File: src/rtl/result_scoreboard.sv
// Self-check scoreboard: walks a loadable table of expected dm/rf results once the core signals done.
// Optional per-entry compare mask enabled by defining SCOREBOARD_MASK_EN.
module result_scoreboard #(
  parameter int DW          = 8,
  parameter int AW          = 8,
  parameter int N_CHECKS    = 16,
  parameter int TIMEOUT_CYC = 4096,
  localparam int IDXW       = $clog2(N_CHECKS)
) (
  input  logic            clk,
  input  logic            reset,
  input  logic            arm,
  input  logic            done,
  input  logic            exp_we,
  input  logic [IDXW-1:0] exp_idx,
  input  logic            exp_sel,
  input  logic [AW-1:0]   exp_addr,
  input  logic [DW-1:0]   exp_data,
`ifdef SCOREBOARD_MASK_EN
  input  logic [DW-1:0]   exp_mask,
`endif
  input  logic [IDXW:0]   n_checks,
  output logic            rd_en,
  output logic            rd_sel,
  output logic [AW-1:0]   rd_addr,
  input  logic [DW-1:0]   rd_data,
  output logic            busy,
  output logic            check_done,
  output logic            pass,
  output logic [IDXW:0]   fail_count,
  output logic [IDXW-1:0] first_fail_idx,
  output logic [DW-1:0]   first_fail_data,
  output logic            timeout
);

  localparam int TW = $clog2(TIMEOUT_CYC) + 1;

  typedef enum logic [2:0] {IDLE, WAIT_DONE, ISSUE, COMPARE, FINISH} state_t;

  state_t state, state_nxt;

  logic            tbl_sel  [N_CHECKS];
  logic [AW-1:0]   tbl_addr [N_CHECKS];
  logic [DW-1:0]   tbl_data [N_CHECKS];
`ifdef SCOREBOARD_MASK_EN
  logic [DW-1:0]   tbl_mask [N_CHECKS];
`endif

  logic [IDXW-1:0] idx;
  logic [IDXW:0]   n_q;
  logic [TW-1:0]   tmo;
  logic            rd_sel_q;
  logic [AW-1:0]   rd_addr_q;
  logic            idle_like;
  logic            tmo_hit;
  logic            last;
  logic            mism;

  assign idle_like = (state == IDLE) || (state == FINISH);
  assign tmo_hit   = (tmo == TW'(TIMEOUT_CYC - 1));
  assign last      = ({1'b0, idx} == (n_q - (IDXW+1)'(1)));

  always_comb begin
    mism = 1'b0;
`ifdef SCOREBOARD_MASK_EN
    mism = (((rd_data ^ tbl_data[idx]) & tbl_mask[idx]) != '0);
`else
    mism = (rd_data != tbl_data[idx]);
`endif
  end

  // Table is deliberately outside reset so expectations survive an aborted run.
  always_ff @(posedge clk) begin
    if (exp_we && idle_like) begin
      tbl_sel[exp_idx]  <= exp_sel;
      tbl_addr[exp_idx] <= exp_addr;
      tbl_data[exp_idx] <= exp_data;
`ifdef SCOREBOARD_MASK_EN
      tbl_mask[exp_idx] <= exp_mask;
`endif
    end
  end

  always_ff @(posedge clk) begin
    if (reset) state <= IDLE;
    else       state <= state_nxt;
  end

  always_comb begin
    state_nxt = state;
    case (state)
      IDLE, FINISH: if (arm) state_nxt = WAIT_DONE;
      WAIT_DONE: begin
        if (done)         state_nxt = (n_q == '0) ? FINISH : ISSUE;
        else if (tmo_hit) state_nxt = FINISH;
      end
      ISSUE:    state_nxt = COMPARE;
      COMPARE:  state_nxt = last ? FINISH : ISSUE;
      default:  state_nxt = IDLE;
    endcase
  end

  always_comb begin
    rd_en      = (state == ISSUE);
    rd_sel     = rd_sel_q;
    rd_addr    = rd_addr_q;
    busy       = (state == WAIT_DONE) || (state == ISSUE) || (state == COMPARE);
    check_done = (state == FINISH);
    pass       = (state == FINISH) && (fail_count == '0) && !timeout;
    if (state == ISSUE) begin
      rd_sel  = tbl_sel[idx];
      rd_addr = tbl_addr[idx];
    end
  end

  always_ff @(posedge clk) begin
    if (reset) begin
      idx             <= '0;
      n_q             <= '0;
      tmo             <= '0;
      rd_sel_q        <= 1'b0;
      rd_addr_q       <= '0;
      fail_count      <= '0;
      first_fail_idx  <= '0;
      first_fail_data <= '0;
      timeout         <= 1'b0;
    end else begin
      case (state)
        IDLE, FINISH: begin
          if (arm) begin
            n_q             <= (n_checks > (IDXW+1)'(N_CHECKS)) ? (IDXW+1)'(N_CHECKS) : n_checks;
            idx             <= '0;
            tmo             <= '0;
            fail_count      <= '0;
            first_fail_idx  <= '0;
            first_fail_data <= '0;
            timeout         <= 1'b0;
          end
        end
        WAIT_DONE: begin
          tmo <= tmo + TW'(1);
          idx <= '0;
          if (!done && tmo_hit) timeout <= 1'b1;
        end
        ISSUE: begin
          rd_sel_q  <= tbl_sel[idx];
          rd_addr_q <= tbl_addr[idx];
        end
        COMPARE: begin
          if (mism) begin
            if (fail_count != (IDXW+1)'(N_CHECKS)) fail_count <= fail_count + (IDXW+1)'(1);
            if (fail_count == '0) begin
              first_fail_idx  <= idx;
              first_fail_data <= rd_data;
            end
          end
          if (!last) idx <= idx + IDXW'(1);
        end
        default: ;
      endcase
    end
  end

endmodule
File: config.mk
export PLATFORM = sky130hd
export DESIGN_NAME = result_scoreboard
export DESIGN_NICKNAME = d
export VERILOG_FILES = /design/src/rtl/result_scoreboard.sv
export SDC_FILE = /design/constraint.sdc
export NUM_CORES = 1
export LEC_CHECK = 0
export ABC_AREA = 1
export CORE_MARGIN = 4
export CORE_UTILIZATION = 60
export CTS_BUF_LIST = sky130_fd_sc_hd__clkbuf_8
export CTS_CLUSTER_SIZE = 8
export DETAILED_ROUTE_END_ITERATION = 10
export GPL_TIMING_DRIVEN = 1
export PLACE_DENSITY = 0.85
export RECOVER_POWER = 100
export SYNTH_ARGS = -nofsm -noshare
export SYNTH_HDL_FRONTEND = slang
export SYNTH_SLANG_ARGS = --single-unit
File: constraint.sdc
create_clock -name clk -period 2.65 [get_ports clk]
set_input_delay 0.3975 -clock clk [delete_from_list [all_inputs] [get_ports clk]]
set_output_delay 0.3975 -clock clk [all_outputs]
set_load 0.1 [all_outputs]
Word-level counts from Yosys, hierarchy flattened --
Memory sizes are Yosys's and may differ from the RTL's. A register that Yosys moved wholly into a read port is not among the register bits. Index checks and enable logic that the tools add are counted.
Cells by class: $add $sub $neg 4, magnitude comparators 1, equality and inequality tests 15, multiplexer cells 36, reduce and logical (&&, ||, !) cells 23
Operators with widths (count):
- $mux 4 | 10
- $mux 8 | 4
- $pmux 13 s2 | 1
- $mux 5 | 4
- $pmux 8 s2 | 1
- $mux 3 | 5
- $add 13x1->13 const B | 1
- $eq 13x12->1 const B | 1
- $mux 13 | 1
- $pmux 3 s4 | 1
- $pmux 4 s3 | 1
- $logic_not 5->1 | 2
- $pmux 5 s2 | 1
- $ne 8x8->1 | 1
- $pmux 4 s2 | 1
- $reduce_and 4->1 | 2
- $eq 3x2->1 const B | 2
- $ne 2x1->1 const B | 3
- $ne 2x2->1 const B | 3
- $reduce_and 2->1 | 3
- $reduce_and 3->1 | 2
- $add 5x1->5 const B | 1
- $eq 4x5->1 | 1
- $gt 5x5->1 const B | 1
- 15 further kinds | 26
Storage, ports and cells: flip-flop bits (word level) 52, RAM bits 272, bits of input ports 39, output and inout bits 31, word-level logic and storage cells 92, memories kept 3
Memories:
- tbl_addr | depth 16, bits a word 8, read ports 1, clocked after memory_dff 1, wr ports 1, line 43 | logic [AW-1:0] tbl_addr [N_CHECKS];
- tbl_data | depth 16, bits a word 8, read ports 1, clocked after memory_dff 1, wr ports 1, line 44 | logic [DW-1:0] tbl_data [N_CHECKS];
- tbl_sel | depth 16, bits a word 1, read ports 1, clocked after memory_dff 1, wr ports 1, line 42 | logic tbl_sel [N_CHECKS];

Depth between registers and ports, before layout --
word-level depth 6, mapped depth 20, gate-level depth less buffers 17

Worst setup path before layout --
OpenSTA, ideal clock, no wires.
kind register -> output, from register fail_count[0], to output port pass, arrival time 4.086 ns, data required time 2.253 ns, setup slack -1.834 ns, cell stages (with the launch flop) 7, buffers on the path 0, cells stage by stage dfxtp_1 > inv_1 > ha_1 > nand2_1 > nor2_1 > nand2_1 > nor4_1
Between the ends: cells in the longest elaborated chain, start to end 3
Ends and longest elaborated chain:
- start, declared | line 30 | output logic [IDXW:0] fail_count,
- start signal, assigned | line 151 | if (fail_count != (IDXW+1)'(N_CHECKS)) fail_count <= fail_count + (IDXW+1)'(1);
- $logic_not 5->1 | line 109 | pass = (state == FINISH) && (fail_count == '0) && !timeout;
- $logic_and 1x1->1 (2 in series) | line 109
- end, declared | line 29 | output logic pass,
No other way between the ends.

==> PnR_summary.wiki <==
{| class="wikitable"
! Metric !! Value
|-
| Slew margin rel. || 20.5%
|-
| EDFF count, synth || 272
|-
| Register clock-pin slew on the reported worst setup and hold paths || 0.06 ns
|-
| Final Util || 73.4%
|-
| Largest net degree at the start of global routing || 58
|-
| Yosys reg bits || 328
|-
| Via count of the first global-routing pass || 10400
|-
| Fraction of layout cells with a size suffix above 1 || 15.4%
|-
| Grt total ovfl || 0
|-
| Mapped cell area || 0.0137 mm^2
|-
| Max-cap violations || 0
|-
| Hold Crit Depth || 3
|-
| Clock root cell || sky130_fd_sc_hd__clkbuf_8
|-
| Tot GR Track Use || 28.4%
|-
| Global-route wire length before repair || 56500 um
|-
| Final HPWL DP || 20600 um
|-
| DR DRC count || 0
|-
| Hold Startpoint || n_checks[2]
|-
| Number of buffers created by CTS || 50
|-
| Final worst slack || -0.188 ns
|-
| DRC violation total after the first TritonRoute iteration || 1939
|-
| Largest family of logic cells by synthesized area || simple AND/OR/NAND/NOR gates
|-
| Worst hold slack across all endpoints || 0.460 ns
|-
| Last weighted congestion value of the routability-driven placer || 0.832
|-
| Hold violation total from the final report || 0
|-
| Detailed Route WL || 40400 um
|-
| Worst Setup End Kind || output port
|-
| Synth Area in Compound Gates || 8.87%
|-
| Std cell rows || 55
|-
| Dominant register cell in the synthesized netlist || sky130_fd_sc_hd__edfxtp_1
|-
| Synth area leader || sky130_fd_sc_hd__edfxtp_1
|-
| Xor/xnor share of the synthesized area || 0.638%
|-
| Async set-reset flop share out of synthesis || 0%
|-
| Overall die area || 0.0254 mm^2
|-
| Pre-CTS setup slack || 0.195 ns
|-
| Worst path arrival time || 2.44 ns
|-
| Total chip power || 11.1 mW
|-
| Placed Cells incl. Taps || 1631
|-
| Portion of the post-synthesis area used by sequential elements || 67.7%
|-
| Synth area leaders || sky130_fd_sc_hd__edfxtp_1, sky130_fd_sc_hd__dfxtp_1, sky130_fd_sc_hd__nand2_1
|-
| Final std cells w/o fill || 1743
|-
| Worst Skew || 0.0150 ns
|-
| Post-Synth Simple-Gate Area || 17.1%
|-
| Horizontal extent of the die || 159 um
|-
| Critical path class || reg -> out
|-
| Post-Place Cell Area || 0.0151 mm^2
|-
| Multiplexer share of the synthesized area || 0%
|-
| Slowest CP cell || sky130_fd_sc_hd__dfxtp_4
|-
| Count of mapped cells out of synthesis || 1292
|-
| PwrDens || 670 mW/mm^2
|-
| Number of antenna violations at the first check in global routing || 1
|-
| Synthesized Nets || 1336
|-
| Path depth of the worst reg2reg path || 16
|-
| IO Count || 70
|-
| Clock sink total || 328
|-
| Cell occurring most often along the worst timing path || sky130_fd_sc_hd__nand2_2
|-
| Number of setup violations in the final report || 6
|-
| Vert. Die Dim || 159 um
|-
| Cell area after layout || 0.0166 mm^2
|-
| H-tree levels || 2
|-
| Vias || 11000
|-
| Area share of fa/ha/maj cells after synthesis || 0.456%
|-
| Crit path required time || 2.25 ns
|-
| Slew @ Worst Pin || 1.20 ns
|-
| DR WL/cell || 23.2 um
|-
| Internal reg-to-reg setup slack || 0.05 ns
|-
| Latest clock arrival within the worst-skew pair || 0.58 ns
|-
| Critical path's largest stage delay || 0.47 ns
|-
| Initial Utilization || 60.8%
|-
| Netlist cell types || 36
|-
| Number of nets at the end of the flow || 1469
|-
| End of the worst hold path || n_q[2]$_SDFFE_PP0P_
|-
| Yosys warnings || 0
|-
| Path type of the worst min-delay path || in -> reg
|-
| Area growth from synthesis to layout || 20.7%
|-
| Count of input and output buffers || 69
|-
| Clock tree from TritonCTS || yes
|-
| Violations in the final reports || setup timing
|-
| Worst Setup Start Kind || flip-flop
|-
| ANT nets after route || 0
|-
| Pleak || 6.30 nW
|-
| Setup repair after global routing missed its margin || true
|-
| Maximum fanout along the worst path || 18
|-
| Post-layout min period || 2.84 ns
|-
| Cell-by-cell listing of the critical path || clkinv_8 > clkbuf_16 > o21ai_0 > o221ai_1 > nand3_1 > nand2_2 > nand2_1 > nand2_2 > buf_12
|-
| Number of slew-limit violations in the final report || 0
|-
| Post-route clock period utilization || 107%
|-
| Fmax || 0.352 GHz
|-
| Final antenna diode count || 0
|-
| Buffer depth of the longest clock path || 3
|-
| Post-synth top area share || 59.5%
|-
| Number of optimization iterations in the first detailed-route pass || 6
|-
| R2r endpoint || first_fail_data[5]$_SDFFE_PP0P_
|-
| Placeable core region || 0.0226 mm^2
|-
| Maximum ir drop on the vdd rail || 0.442 mV
|-
| Post-Syn Area per Cell || 10.6 um^2
|-
| Accumulated negative setup slack || -0.418 ns
|-
| Result of the run || finished with violations
|-
| Avg Vias per Cell || 6.33
|}
==> area by class of cell <==
class                   count  area, um^2
multi-input cells         791        3920
clock buffers              51         702
repair buffers            144        1710
flip-flops and latches    328        9300
fillers                  1351        6000
inverters                 110         438
well taps                 285         357
clock inverters            34         141
==> sequential cells by signal, summed over array words and instances, names as in the netlist, named ones only <==
name / flops
timeout: 1
idx: 4
first_fail_data: 8
tmo: 13
rd_sel_q: 1
tbl_addr: 128
n_q: 5
tbl_sel: 16
rd_addr_q: 8
tbl_data: 128
state: 3
fail_count: 5
first_fail_idx: 4
==> Yosys cell counts (5+ instances only) <==
| cell type | n |
|---|---|
| sky130_fd_sc_hd__nand2_1 | 237 |
| sky130_fd_sc_hd__o211ai_1 | 11 |
| sky130_fd_sc_hd__dfxtp_1 | 56 |
| sky130_fd_sc_hd__clkbuf_1 | 41 |
| sky130_fd_sc_hd__edfxtp_1 | 272 |
| sky130_fd_sc_hd__buf_6 | 7 |
| sky130_fd_sc_hd__nand3_1 | 94 |
| sky130_fd_sc_hd__o22ai_1 | 10 |
| sky130_fd_sc_hd__buf_2 | 13 |
| sky130_fd_sc_hd__ha_1 | 5 |
| sky130_fd_sc_hd__inv_1 | 103 |
| sky130_fd_sc_hd__xor2_1 | 7 |
| sky130_fd_sc_hd__inv_2 | 5 |
| sky130_fd_sc_hd__o21ai_0 | 94 |
| sky130_fd_sc_hd__o31ai_1 | 6 |
| sky130_fd_sc_hd__a21oi_1 | 28 |
| sky130_fd_sc_hd__o221ai_1 | 28 |
| sky130_fd_sc_hd__nand4_1 | 13 |
| sky130_fd_sc_hd__o21ai_1 | 20 |
| sky130_fd_sc_hd__nor3_1 | 6 |
| sky130_fd_sc_hd__nor2_1 | 207 |
==> layer usage <==
layer  GRT usage (%)  share of wire, %  up-vias  wire length, um
li1                -                 -     4753                -
met1            36.0                34     5137            13600
met2            45.9                47      902            19200
met3            6.50                12      236             4960
met4            15.0               6.4        2             2590
met5               0             0.030        -               12
==> cell usage in the layout, fill, tap and decap left out, drive strengths merged, types with 7 or more instances in the layout <==
master	count
nand3	97
o22ai	10
edfxtp	272
xor2	7
clkinv	8
clkbuf	65
nand2	239
dlygate4sd3	17
o21ai	114
a21oi	28
nor2	208
o221ai	28
clkdlybuf4s50	21
nand4	13
buf	91
dfxtp	56
inv	134
o211ai	11
==> where the power goes <==
| group | internal [mW] | switching [mW] | total [mW] |
|---|---|---|---|
| logic | 0.411 | 1.22 | 1.63 |
| registers | 5.72 | 0.0792 | 5.80 |
| clock network | 1.77 | 1.89 | 3.66 |
==> repair_timing <==
action	in CTS	in global routing
setup endpoints to repair	9	26
pin swaps	10	20
gates resized for setup	35	52
setup buffers	5	6
gates cloned	6	12
hold buffers	0	0
==> cells by family (layout without fill, tap and decap cells) <==
| family | Yosys count | after routing |
|---|---|---|
| AND/OR/NAND/NOR | 568 | 570 |
| flip-flops | 328 | 328 |
| buffers and inverters | 175 | 339 |
| AO/OA/AOI/OAI | 206 | 206 |
| adder cells (fa/ha/maj) | 5 | 5 |
| XOR/XNOR | 10 | 10 |
==> how the worst max path moves through the flow <==
stage                                     from                               to  slack [ns]  cells past startpoint
floorplan           fail_count[0]$_SDFFE_PP0P_                             pass       -0.03                      6
global placement                     flip-flop   first_fail_idx[2]$_SDFFE_PP0P_        0.32                     17
detailed placement                   flip-flop  first_fail_data[6]$_SDFFE_PP0P_        0.19                     16
CTS                                  flip-flop                       rd_addr[4]      -0.006                      8
global route                         flip-flop                           rd_sel       -0.24                      9
finish                               flip-flop                           rd_sel       -0.19                      9
==> worst max-delay path: cells and delay by family, from the launching register on <==
family	cells	cell delay, ns
AOI/OAI and AO/OA	2	0.39
buffers and inverters	3	0.54
DFF	1	0.47
and+or+nand+nor	4	0.44
(Power assumes the default switching activity.)
